--- src/rtl/ip_sdram_ctrl_if.sv ---
// rtl/ip_sdram_ctrl_if.sv - byte-addressed RAM request/response bus between requesters and the SDRAM controller
interface ip_sdram_ctrl_if;
    logic        rd;
    logic        wr;
    logic        busy;
    logic [21:0] address;
    logic [7:0]  wdata;
    logic [7:0]  rdata;
    logic        rdata_en;

    modport master (
        output rd, wr, address, wdata,
        input  busy, rdata, rdata_en
    );

    modport slave (
        input  rd, wr, address, wdata,
        output busy, rdata, rdata_en
    );
endinterface

--- src/rtl/ip_sdram_ctrl.sv ---
// rtl/ip_sdram_ctrl.sv - byte-request to x16 SDRAM controller with init sequence and periodic auto-refresh
module ip_sdram_ctrl #(
    parameter logic [13:0] T_INIT = 14'd10800,
    parameter logic [9:0]  T_REFI = 10'd400,
    parameter logic [2:0]  T_RP   = 3'd2,
    parameter logic [2:0]  T_RCD  = 3'd2,
    parameter logic [3:0]  T_RFC  = 4'd7,
    parameter logic [2:0]  T_WR   = 3'd2,
    parameter logic [2:0]  CL     = 3'd2
) (
    input  logic           clk,
    input  logic           reset,
    ip_sdram_ctrl_if.slave bus,
    output logic           sdram_cke,
    output logic           sdram_cs_n,
    output logic           sdram_ras_n,
    output logic           sdram_cas_n,
    output logic           sdram_we_n,
    output logic [1:0]     sdram_ba,
    output logic [10:0]    sdram_a,
    output logic [1:0]     sdram_dqm,
    output logic [15:0]    sdram_dq_o,
    output logic           sdram_dq_oe,
    input  logic [15:0]    sdram_dq_i
);

    // {cs_n, ras_n, cas_n, we_n}
    localparam logic [3:0] CMD_INH = 4'b1111;
    localparam logic [3:0] CMD_NOP = 4'b0111;
    localparam logic [3:0] CMD_ACT = 4'b0011;
    localparam logic [3:0] CMD_RD  = 4'b0101;
    localparam logic [3:0] CMD_WR  = 4'b0100;
    localparam logic [3:0] CMD_PRE = 4'b0010;
    localparam logic [3:0] CMD_REF = 4'b0001;
    localparam logic [3:0] CMD_MRS = 4'b0000;

    // Counter reloads are "cycles until next command" minus one; the IDLE hop after refresh costs one more.
    localparam logic [13:0] C_RP       = {11'd0, T_RP} - 14'd1;
    localparam logic [13:0] C_RCD      = {11'd0, T_RCD} - 14'd1;
    localparam logic [13:0] C_RFC_INIT = {10'd0, T_RFC} - 14'd1;
    localparam logic [13:0] C_RFC_IDLE = {10'd0, T_RFC} - 14'd2;
    localparam logic [13:0] C_CL       = {11'd0, CL} - 14'd1;
    localparam logic [13:0] C_WRP      = {11'd0, T_WR} + {11'd0, T_RP} - 14'd1;

    typedef enum logic [3:0] {
        S_INIT_WAIT, S_INIT_PRE, S_INIT_REF, S_INIT_MRS, S_IDLE,
        S_REFRESH, S_ACT, S_RD, S_RD_WAIT, S_WR, S_WR_WAIT
    } state_t;

    state_t      r_state, w_state_n;
    logic [13:0] r_cnt, w_cnt_n;
    logic [2:0]  r_ref_cnt, w_ref_cnt_n;
    logic [3:0]  r_cmd, w_cmd_n;
    logic [1:0]  r_ba, w_ba_n;
    logic [10:0] r_a, w_a_n;
    logic [1:0]  r_dqm, w_dqm_n;
    logic [15:0] r_dq_o, w_dq_o_n;
    logic        r_dq_oe, w_dq_oe_n;
    logic        r_cke;
    logic [7:0]  r_rdata;
    logic        r_rdata_en;

    logic        r_req_q, r_pend, r_pend_wr;
    logic [21:0] r_pend_addr;
    logic [7:0]  r_pend_wdata;
    logic        r_cur_wr, r_cur_lane;
    logic [1:0]  r_cur_ba;
    logic [7:0]  r_cur_col, r_cur_wdata;
    logic        r_refi_en, r_refresh_due;
    logic [9:0]  r_refi_cnt;

    logic        w_edge, w_req_wr, w_take, w_ref_clr, w_refi_start, w_capture, w_refi_hit;
    logic [21:0] w_req_addr;
    logic [7:0]  w_req_wdata;

    assign w_edge      = (bus.rd | bus.wr) & ~r_req_q;
    assign w_req_wr    = r_pend ? r_pend_wr    : bus.wr;
    assign w_req_addr  = r_pend ? r_pend_addr  : bus.address;
    assign w_req_wdata = r_pend ? r_pend_wdata : bus.wdata;
    assign w_refi_hit  = r_refi_en && (r_refi_cnt == T_REFI - 10'd1);

    always_comb begin
        w_state_n    = r_state;
        w_cnt_n      = (r_cnt == 14'd0) ? 14'd0 : r_cnt - 14'd1;
        w_ref_cnt_n  = r_ref_cnt;
        w_cmd_n      = CMD_NOP;
        w_ba_n       = r_ba;
        w_a_n        = r_a;
        w_dqm_n      = 2'b11;
        w_dq_o_n     = r_dq_o;
        w_dq_oe_n    = 1'b0;
        w_take       = 1'b0;
        w_ref_clr    = 1'b0;
        w_refi_start = 1'b0;
        w_capture    = 1'b0;
        case (r_state)
            S_INIT_WAIT: if (r_cnt == 14'd0) begin
                w_cmd_n   = CMD_PRE;
                w_a_n     = 11'h400;
                w_state_n = S_INIT_PRE;
                w_cnt_n   = C_RP;
            end
            S_INIT_PRE: if (r_cnt == 14'd0) begin
                w_cmd_n     = CMD_REF;
                w_state_n   = S_INIT_REF;
                w_cnt_n     = C_RFC_INIT;
                w_ref_cnt_n = 3'd0;
            end
            S_INIT_REF: if (r_cnt == 14'd0) begin
                if (r_ref_cnt == 3'd7) begin
                    // Burst length 1, sequential, CAS latency in a[6:4].
                    w_cmd_n   = CMD_MRS;
                    w_ba_n    = 2'b00;
                    w_a_n     = {4'b0000, CL, 4'b0000};
                    w_state_n = S_INIT_MRS;
                    w_cnt_n   = 14'd1;
                end else begin
                    w_cmd_n     = CMD_REF;
                    w_cnt_n     = C_RFC_INIT;
                    w_ref_cnt_n = r_ref_cnt + 3'd1;
                end
            end
            S_INIT_MRS: if (r_cnt == 14'd0) begin
                w_state_n    = S_IDLE;
                w_refi_start = 1'b1;
            end
            S_IDLE: begin
                if (r_refresh_due) begin
                    w_cmd_n   = CMD_REF;
                    w_state_n = S_REFRESH;
                    w_cnt_n   = C_RFC_IDLE;
                    w_ref_clr = 1'b1;
                end else if (r_pend || w_edge) begin
                    w_take    = 1'b1;
                    w_cmd_n   = CMD_ACT;
                    w_ba_n    = w_req_addr[21:20];
                    w_a_n     = w_req_addr[19:9];
                    w_state_n = S_ACT;
                    w_cnt_n   = C_RCD;
                end
            end
            S_REFRESH: if (r_cnt == 14'd0) w_state_n = S_IDLE;
            S_ACT: if (r_cnt == 14'd0) begin
                w_ba_n = r_cur_ba;
                w_a_n  = {1'b1, 2'b00, r_cur_col};
                if (r_cur_wr) begin
                    w_cmd_n   = CMD_WR;
                    w_state_n = S_WR;
                    w_dq_oe_n = 1'b1;
                    w_dq_o_n  = {r_cur_wdata, r_cur_wdata};
                    w_dqm_n   = r_cur_lane ? 2'b01 : 2'b10;
                end else begin
                    w_cmd_n   = CMD_RD;
                    w_state_n = S_RD;
                    w_dqm_n   = 2'b00;
                end
            end
            S_RD: begin
                w_dqm_n   = 2'b00;
                w_state_n = S_RD_WAIT;
                w_cnt_n   = C_CL;
            end
            S_RD_WAIT: begin
                w_dqm_n = 2'b00;
                if (r_cnt == 14'd0) begin
                    w_capture = 1'b1;
                    w_state_n = S_IDLE;
                end
            end
            S_WR: begin
                w_state_n = S_WR_WAIT;
                w_cnt_n   = C_WRP;
            end
            S_WR_WAIT: if (r_cnt == 14'd0) w_state_n = S_IDLE;
            default: w_state_n = S_INIT_WAIT;
        endcase
    end

    always_ff @(posedge clk) begin
        if (reset) begin
            r_state    <= S_INIT_WAIT;
            r_cnt      <= T_INIT;
            r_ref_cnt  <= 3'd0;
            r_cke      <= 1'b0;
            r_cmd      <= CMD_INH;
            r_ba       <= 2'b00;
            r_a        <= 11'd0;
            r_dqm      <= 2'b11;
            r_dq_o     <= 16'd0;
            r_dq_oe    <= 1'b0;
            r_rdata    <= 8'd0;
            r_rdata_en <= 1'b0;
        end else begin
            r_state    <= w_state_n;
            r_cnt      <= w_cnt_n;
            r_ref_cnt  <= w_ref_cnt_n;
            r_cke      <= 1'b1;
            r_cmd      <= w_cmd_n;
            r_ba       <= w_ba_n;
            r_a        <= w_a_n;
            r_dqm      <= w_dqm_n;
            r_dq_o     <= w_dq_o_n;
            r_dq_oe    <= w_dq_oe_n;
            r_rdata_en <= w_capture;
            if (w_capture) r_rdata <= r_cur_lane ? sdram_dq_i[15:8] : sdram_dq_i[7:0];
        end
    end

    // One-entry pending slot plus the request currently being served.
    always_ff @(posedge clk) begin
        if (reset) begin
            r_req_q       <= 1'b0;
            r_pend        <= 1'b0;
            r_pend_wr     <= 1'b0;
            r_pend_addr   <= 22'd0;
            r_pend_wdata  <= 8'd0;
            r_cur_wr      <= 1'b0;
            r_cur_lane    <= 1'b0;
            r_cur_ba      <= 2'b00;
            r_cur_col     <= 8'd0;
            r_cur_wdata   <= 8'd0;
            r_refi_en     <= 1'b0;
            r_refi_cnt    <= 10'd0;
            r_refresh_due <= 1'b0;
        end else begin
            r_req_q <= bus.rd | bus.wr;
            if (w_take) begin
                r_cur_wr    <= w_req_wr;
                r_cur_lane  <= w_req_addr[0];
                r_cur_ba    <= w_req_addr[21:20];
                r_cur_col   <= w_req_addr[8:1];
                r_cur_wdata <= w_req_wdata;
                r_pend      <= 1'b0;
            end else if (w_edge && !r_pend) begin
                r_pend       <= 1'b1;
                r_pend_wr    <= bus.wr;
                r_pend_addr  <= bus.address;
                r_pend_wdata <= bus.wdata;
            end
            if (w_refi_start) begin
                r_refi_en  <= 1'b1;
                r_refi_cnt <= 10'd0;
            end else if (w_refi_hit) begin
                r_refi_cnt <= 10'd0;
            end else if (r_refi_en) begin
                r_refi_cnt <= r_refi_cnt + 10'd1;
            end
            r_refresh_due <= w_refi_hit | (r_refresh_due & ~w_ref_clr);
        end
    end

    assign bus.busy    = (r_state != S_IDLE) | r_pend | r_refresh_due;
    assign bus.rdata   = r_rdata;
    assign bus.rdata_en = r_rdata_en;

    assign sdram_cke   = r_cke;
    assign sdram_cs_n  = r_cmd[3];
    assign sdram_ras_n = r_cmd[2];
    assign sdram_cas_n = r_cmd[1];
    assign sdram_we_n  = r_cmd[0];
    assign sdram_ba    = r_ba;
    assign sdram_a     = r_a;
    assign sdram_dqm   = r_dqm;
    assign sdram_dq_o  = r_dq_o;
    assign sdram_dq_oe = r_dq_oe;

endmodule

--- src/flat_wrapper.sv ---
// flat-port wrapper written by rule: the top's interface ports become plain ports
module ip_sdram_ctrl_flat 
#(
    parameter logic [13:0] T_INIT = 14'd10800,
    parameter logic [9:0]  T_REFI = 10'd400,
    parameter logic [2:0]  T_RP   = 3'd2,
    parameter logic [2:0]  T_RCD  = 3'd2,
    parameter logic [3:0]  T_RFC  = 4'd7,
    parameter logic [2:0]  T_WR   = 3'd2,
    parameter logic [2:0]  CL     = 3'd2
)
  (clk, reset, sdram_cke, sdram_cs_n, sdram_ras_n, sdram_cas_n, sdram_we_n, sdram_ba, sdram_a, sdram_dqm, sdram_dq_o, sdram_dq_oe, sdram_dq_i, bus_rd, bus_wr, bus_address, bus_wdata, bus_busy, bus_rdata, bus_rdata_en);
  ip_sdram_ctrl_if bus_i ();
  input  logic clk;
  input  logic reset;
  output logic sdram_cke;
  output logic sdram_cs_n;
  output logic sdram_ras_n;
  output logic sdram_cas_n;
  output logic sdram_we_n;
  output logic [1:0] sdram_ba;
  output logic [10:0] sdram_a;
  output logic [1:0] sdram_dqm;
  output logic [15:0] sdram_dq_o;
  output logic sdram_dq_oe;
  input  logic [15:0] sdram_dq_i;
  input wire logic [$bits(bus_i.rd)-1:0] bus_rd;
  input wire logic [$bits(bus_i.wr)-1:0] bus_wr;
  input wire logic [$bits(bus_i.address)-1:0] bus_address;
  input wire logic [$bits(bus_i.wdata)-1:0] bus_wdata;
  output wire logic [$bits(bus_i.busy)-1:0] bus_busy;
  output wire logic [$bits(bus_i.rdata)-1:0] bus_rdata;
  output wire logic [$bits(bus_i.rdata_en)-1:0] bus_rdata_en;
  assign bus_i.rd = bus_rd;
  assign bus_i.wr = bus_wr;
  assign bus_i.address = bus_address;
  assign bus_i.wdata = bus_wdata;
  assign bus_busy = bus_i.busy;
  assign bus_rdata = bus_i.rdata;
  assign bus_rdata_en = bus_i.rdata_en;
  ip_sdram_ctrl #(.T_INIT(T_INIT), .T_REFI(T_REFI), .T_RP(T_RP), .T_RCD(T_RCD), .T_RFC(T_RFC), .T_WR(T_WR), .CL(CL)) u_core (.clk(clk), .reset(reset), .bus(bus_i), .sdram_cke(sdram_cke), .sdram_cs_n(sdram_cs_n), .sdram_ras_n(sdram_ras_n), .sdram_cas_n(sdram_cas_n), .sdram_we_n(sdram_we_n), .sdram_ba(sdram_ba), .sdram_a(sdram_a), .sdram_dqm(sdram_dqm), .sdram_dq_o(sdram_dq_o), .sdram_dq_oe(sdram_dq_oe), .sdram_dq_i(sdram_dq_i));
endmodule
--- config.mk ---
export PLATFORM = sky130hd
export DESIGN_NAME = ip_sdram_ctrl_flat
export DESIGN_NICKNAME = d
export VERILOG_FILES = /design/src/rtl/ip_sdram_ctrl_if.sv /design/src/rtl/ip_sdram_ctrl.sv /design/src/flat_wrapper.sv
export SDC_FILE = /design/constraint.sdc
export NUM_CORES = 1
export LEC_CHECK = 0
export ABC_AREA = 0
export BUFFER_PORTS_ARGS = -buffer_cell sky130_fd_sc_hd__buf_2
export CAP_MARGIN = 20
export CORE_MARGIN = 1
export CORE_UTILIZATION = 55
export DETAILED_ROUTE_END_ITERATION = 12
export PLACE_DENSITY = 0.85
export SKIP_LAST_GASP = 1
export SYNTH_ARGS = -nofsm -noshare
export SYNTH_HDL_FRONTEND = slang
export SYNTH_SLANG_ARGS = --single-unit
--- constraint.sdc ---
create_clock -name clk -period 6.3 [get_ports clk]
set_input_delay 0.63 -clock clk [delete_from_list [all_inputs] [get_ports clk]]
set_output_delay 0.63 -clock clk [all_outputs]
set_load 0.1 [all_outputs]
# Word-level counts from Yosys, hierarchy flattened
# Index checks and enable logic that the tools add are counted.
# totals
out_inout_bits,47
regBits,132
in_bits,50
# classes
n_mux,62
eq_ne,23
n_reduce_logical,20
n_addsub,3
bitwise_logic,11
# op_table
cell,count
2-to-1 mux 14 bit,6
case mux 14 bit (6 select lines),1
2-to-1 mux 11 bit,6
2-to-1 mux 4 bit,12
case mux 11 bit (4 select lines),1
case mux 4 bit (8 select lines),1
2-to-1 mux 22 bit,1
2-to-1 mux 3 bit,7
case mux 4 bit (5 select lines),1
== test 4 x 3 -> 1 bit (second input constant),4
2-to-1 mux 2 bit,8
2-to-1 mux 8 bit,2
zero test 14 bit,1
!= test 2 x 1 -> 1 bit (second input constant),7
AND reduction 7 bit,2
subtractor 14 x 1 -> 14 bit (second input constant),1
2-to-1 mux 1 bit,13
== test 4 bit (second input constant),3
adder 10 x 1 -> 10 bit (second input constant),1
== test 10 x 9 -> 1 bit (second input constant),1
== test 4 x 2 -> 1 bit (second input constant),2
case mux 2 bit (3 select lines),1
case mux 3 bit (2 select lines),1
AND reduction 6 bit,1
23 further kinds,35

# Logic depth before layout (Yosys ltp)
# logic_depth
ltp_word,8
mapped_depth,8

# Least setup slack after synthesis
# No wires, ideal clock.
# synth_timing
kind,register to output
from,register u_core.r_state[0]
to,output bus_busy
required_time_ns,5.670
arrival_ns,1.901
path_slack_ns,3.769
path_stages_with_launch,5
cell_sequence,dfxtp_1 > or4b_1 > buf_2 > clkbuf_1 > or3_1
# synth_via
elab_chain_cells,3
# synth_rtl
item,line,source
from (decl),ip_sdram_ctrl.sv:50,"state_t r_state, w_state_n;"
from (signal assigned),ip_sdram_ctrl.sv:194,r_state <= w_state_n;
!= test 4 x 3 -> 1 bit,ip_sdram_ctrl.sv:252,assign bus.busy = (r_state != S_IDLE) | r_pend | r_refresh_due;
bitwise OR 1 bit (2 in series),ip_sdram_ctrl.sv:252,
to (decl),flat_wrapper.sv:31,output wire logic [$bits(bus_i.busy)-1:0] bus_busy;
# Every way passes these cells.

# Worst setup path in the final report
# layout_timing
from,register u_core.r_state[2]
to,output bus_busy
# The elaborated chain is that of the path after synthesis.

==> out/qor.yml <==
final.setup.tns_ns: 0
wl_per_cell_um: 15.7
grt_pass1_vias: 4816
crit_buf_inv: 1
antenna_found_initial: 0
synth.distinct_cells: 60
core_area_um2: 9770
power_w: 0.00229
dr.pass1.iters: 5
fmax_ghz: 0.284
relSlewSlack_pct: 26.9
p_leak_nw: 2.56
initial_core_util_pct: 56.8
start_kind: "flip-flop"
cts-htree-levels: 4
viasPerCell: 5.78
synth_cells: 655
clockBufferDepth: 2
dp.cells: 835
rows: 36
grt_use_total_pct: 27.0
pre_cts_slack_ns: 3.25
layout_common_cells: "dfxtp_1 (123), nand2_1 (113), buf_2 (96), nor2_1 (73), a21oi_1 (71)"
endpoint_kind: "primary output"
crit_fanout: 21
rr_startpoint: "u_core.r_cnt[0]$_SDFF_PP0_"
finalInstanceArea_um2: 6670
path_class: "flip-flop to primary output"
crit_required_ns: 5.67
route.vias.total: 5020
cap_violations: 0
ys_ff_latch: 124
setup_viol: 0
skew_ns: 0.0106
tightest_slew_ns: 1.10
fillers: 753
cp_top_family: "simple AND/OR/NAND/NOR gates"
grt_pass1_wl_um: 21900
dieWidth_um: 102
ios: 97
hold_path_class: "input port to flip-flop"
wl_um: 13600
synthTopCellsByArea: "dfxtp_1 (45%), nand2_1 (7.6%), mux2i_1 (7.4%)"
slowest_stage: "or4b_1"
seq_area_frac_synth_pct: 44.7
fp.dieH_um: 102
final_cells: 868
diodes: 0
cts-root-buf: "clkbuf_8"
hpwlAfterDp_um: 8470
cts_tree: "yes"
syn_area_um2: 5550
peakVddDrop_v: 0.000229
crit_arrival_ns: 2.90
final_common_cell: "dfxtp_1"
synthFlopType: "dfxtp_1"
die_area_um2: 10500
fin_crit_sh_pct: 56.0
grt.overflow.total: 0
grt_max_degree: 95
routabilityCongestion: 0.922
async_flop_share_pct: 0
syn_area_per_cell_um2: 8.48
syn_nets: 709
rsz0062_at_grt: "false"
synth_warnings: 0
synth.top_cell.area_share_pct: 44.7
power_density_nw_per_um2: 344
cts_buffers: 17
clkLatencyLatePin_ns: 0.51
drv_slew: 0
period_minus_slack_ns: 3.53
finalWorstSetupSlack_ns: 2.77
run_status: "finished clean"
nNetsFinal: 776
cts-resized-gates: 0
area_delta_synth_final_pct: 20.2
clock-sinks: 124
finalHoldViolCount: 0
antenna_left: 0
yosysTopAreaCell: "dfxtp_1"
drtIter0Drc: 428
placed_area_um2: 5980
min_from: "reset"
io_buffer_count: 96
clk_pin_slew_ns: 0.05
cpPeakStageDelay_ns: 0.89
startpoint: "u_core.r_state[2]$_SDFFE_PP0P_"
synth_edf_count: 0
cts_hold_buf: 0
drc: 0
cts_setup_buffers: 0
crit_chain: "or4b_1 > or3_1 > buf_2"
drive_gt1_share_pct: 20.4
routing by layer:
metal | GRT usage [%] | up-vias | routed length, um
met5 | 0 | - | 0
met1 | 31.6 | 2336 | 5550
li1 | - | 2416 | -
met4 | 14.3 | 0 | 412
met2 | 45.6 | 229 | 6830
met3 | 6.43 | 39 | 830
report_power, final:
part	total, W	switching [W]	internal [W]
sequential	0.000898	0.0000639	0.000834
combinational	0.000310	0.000197	0.000113
clock	0.00109	0.000344	0.000743
cells in the mapped netlist, drive strengths merged, types with 9 or more instances:
cell type / count
a211oi: 38
clkbuf: 27
nand3: 10
mux2i: 41
dfxtp: 124
nor2: 75
buf: 26
nand2: 113
a21oi: 71
xnor2: 11
o21ai: 22
xor2: 9
nor3: 10
sequential cells by signal, indices dropped and copies added, names as in the netlist, 8 cells and up:
register             cells
u_core.r_cur_col         8
u_core.sdram_a          11
u_core.sdram_dq_o        8
u_core.r_cnt            14
u_core.bus.rdata         8
u_core.r_pend_addr      22
u_core.r_refi_cnt       10
u_core.r_cur_wdata       8
u_core.r_pend_wdata      8
per-stage QoR:
step                util [%]  hold slack [ns]
floorplan                  -            0.433
global placement        61.2            0.439
detailed placement      61.2            0.447
CTS                     68.0            0.236
global route            68.3            0.234
finish                  68.3            0.250
worst paths after layout:
check / slack, ns / cells past startpoint / end
min reg2reg: 0.46 / 2 / u_core.r_pend_wdata[4]$_SDFFE_PP0P_
max: 2.77 / 3 / bus_busy
max reg2reg: 3.48 / 7 / u_core.sdram_a[1]$_SDFFE_PP0P_
min: 0.25 / 1 / u_core.r_cmd[3]$_SDFF_PP1_
logic make-up (layout without fill, tap and decap cells):
family          after synthesis  after routing  share of synthesized area (%)
simple gates                251            251                           21.0
compound gates              156            156                           17.5
flops                       124            124                           44.7
buf+inv                      58            138                           5.14
mux                          42             42                           7.60
xor+xnor                     20             20                           3.16
fa+ha+maj                     4              4                          0.902
cell type report:
cell class / count / area (um^2) / area share (%)
Multi-Input combinational cell: 473 / 2800 / 42.0
Inverter: 5 / 18.8 / 0.281
Timing Repair Buffer: 101 / 538 / 8.06
Clock buffer: 21 / 449 / 6.73
Clock inverter: 11 / 214 / 3.21
Tap cell: 133 / 166 / 2.49
Sequential cell: 124 / 2480 / 37.2
worst register-to-register path, delay by kind of cell, from the launching register on:
family	cells	cell delay, ns
compound gates	2	0.67
fa+ha+maj	1	0.19
buf+inv	1	0.09
flops	1	0.35
simple gates	3	1.37
(Power assumes the default switching activity.)
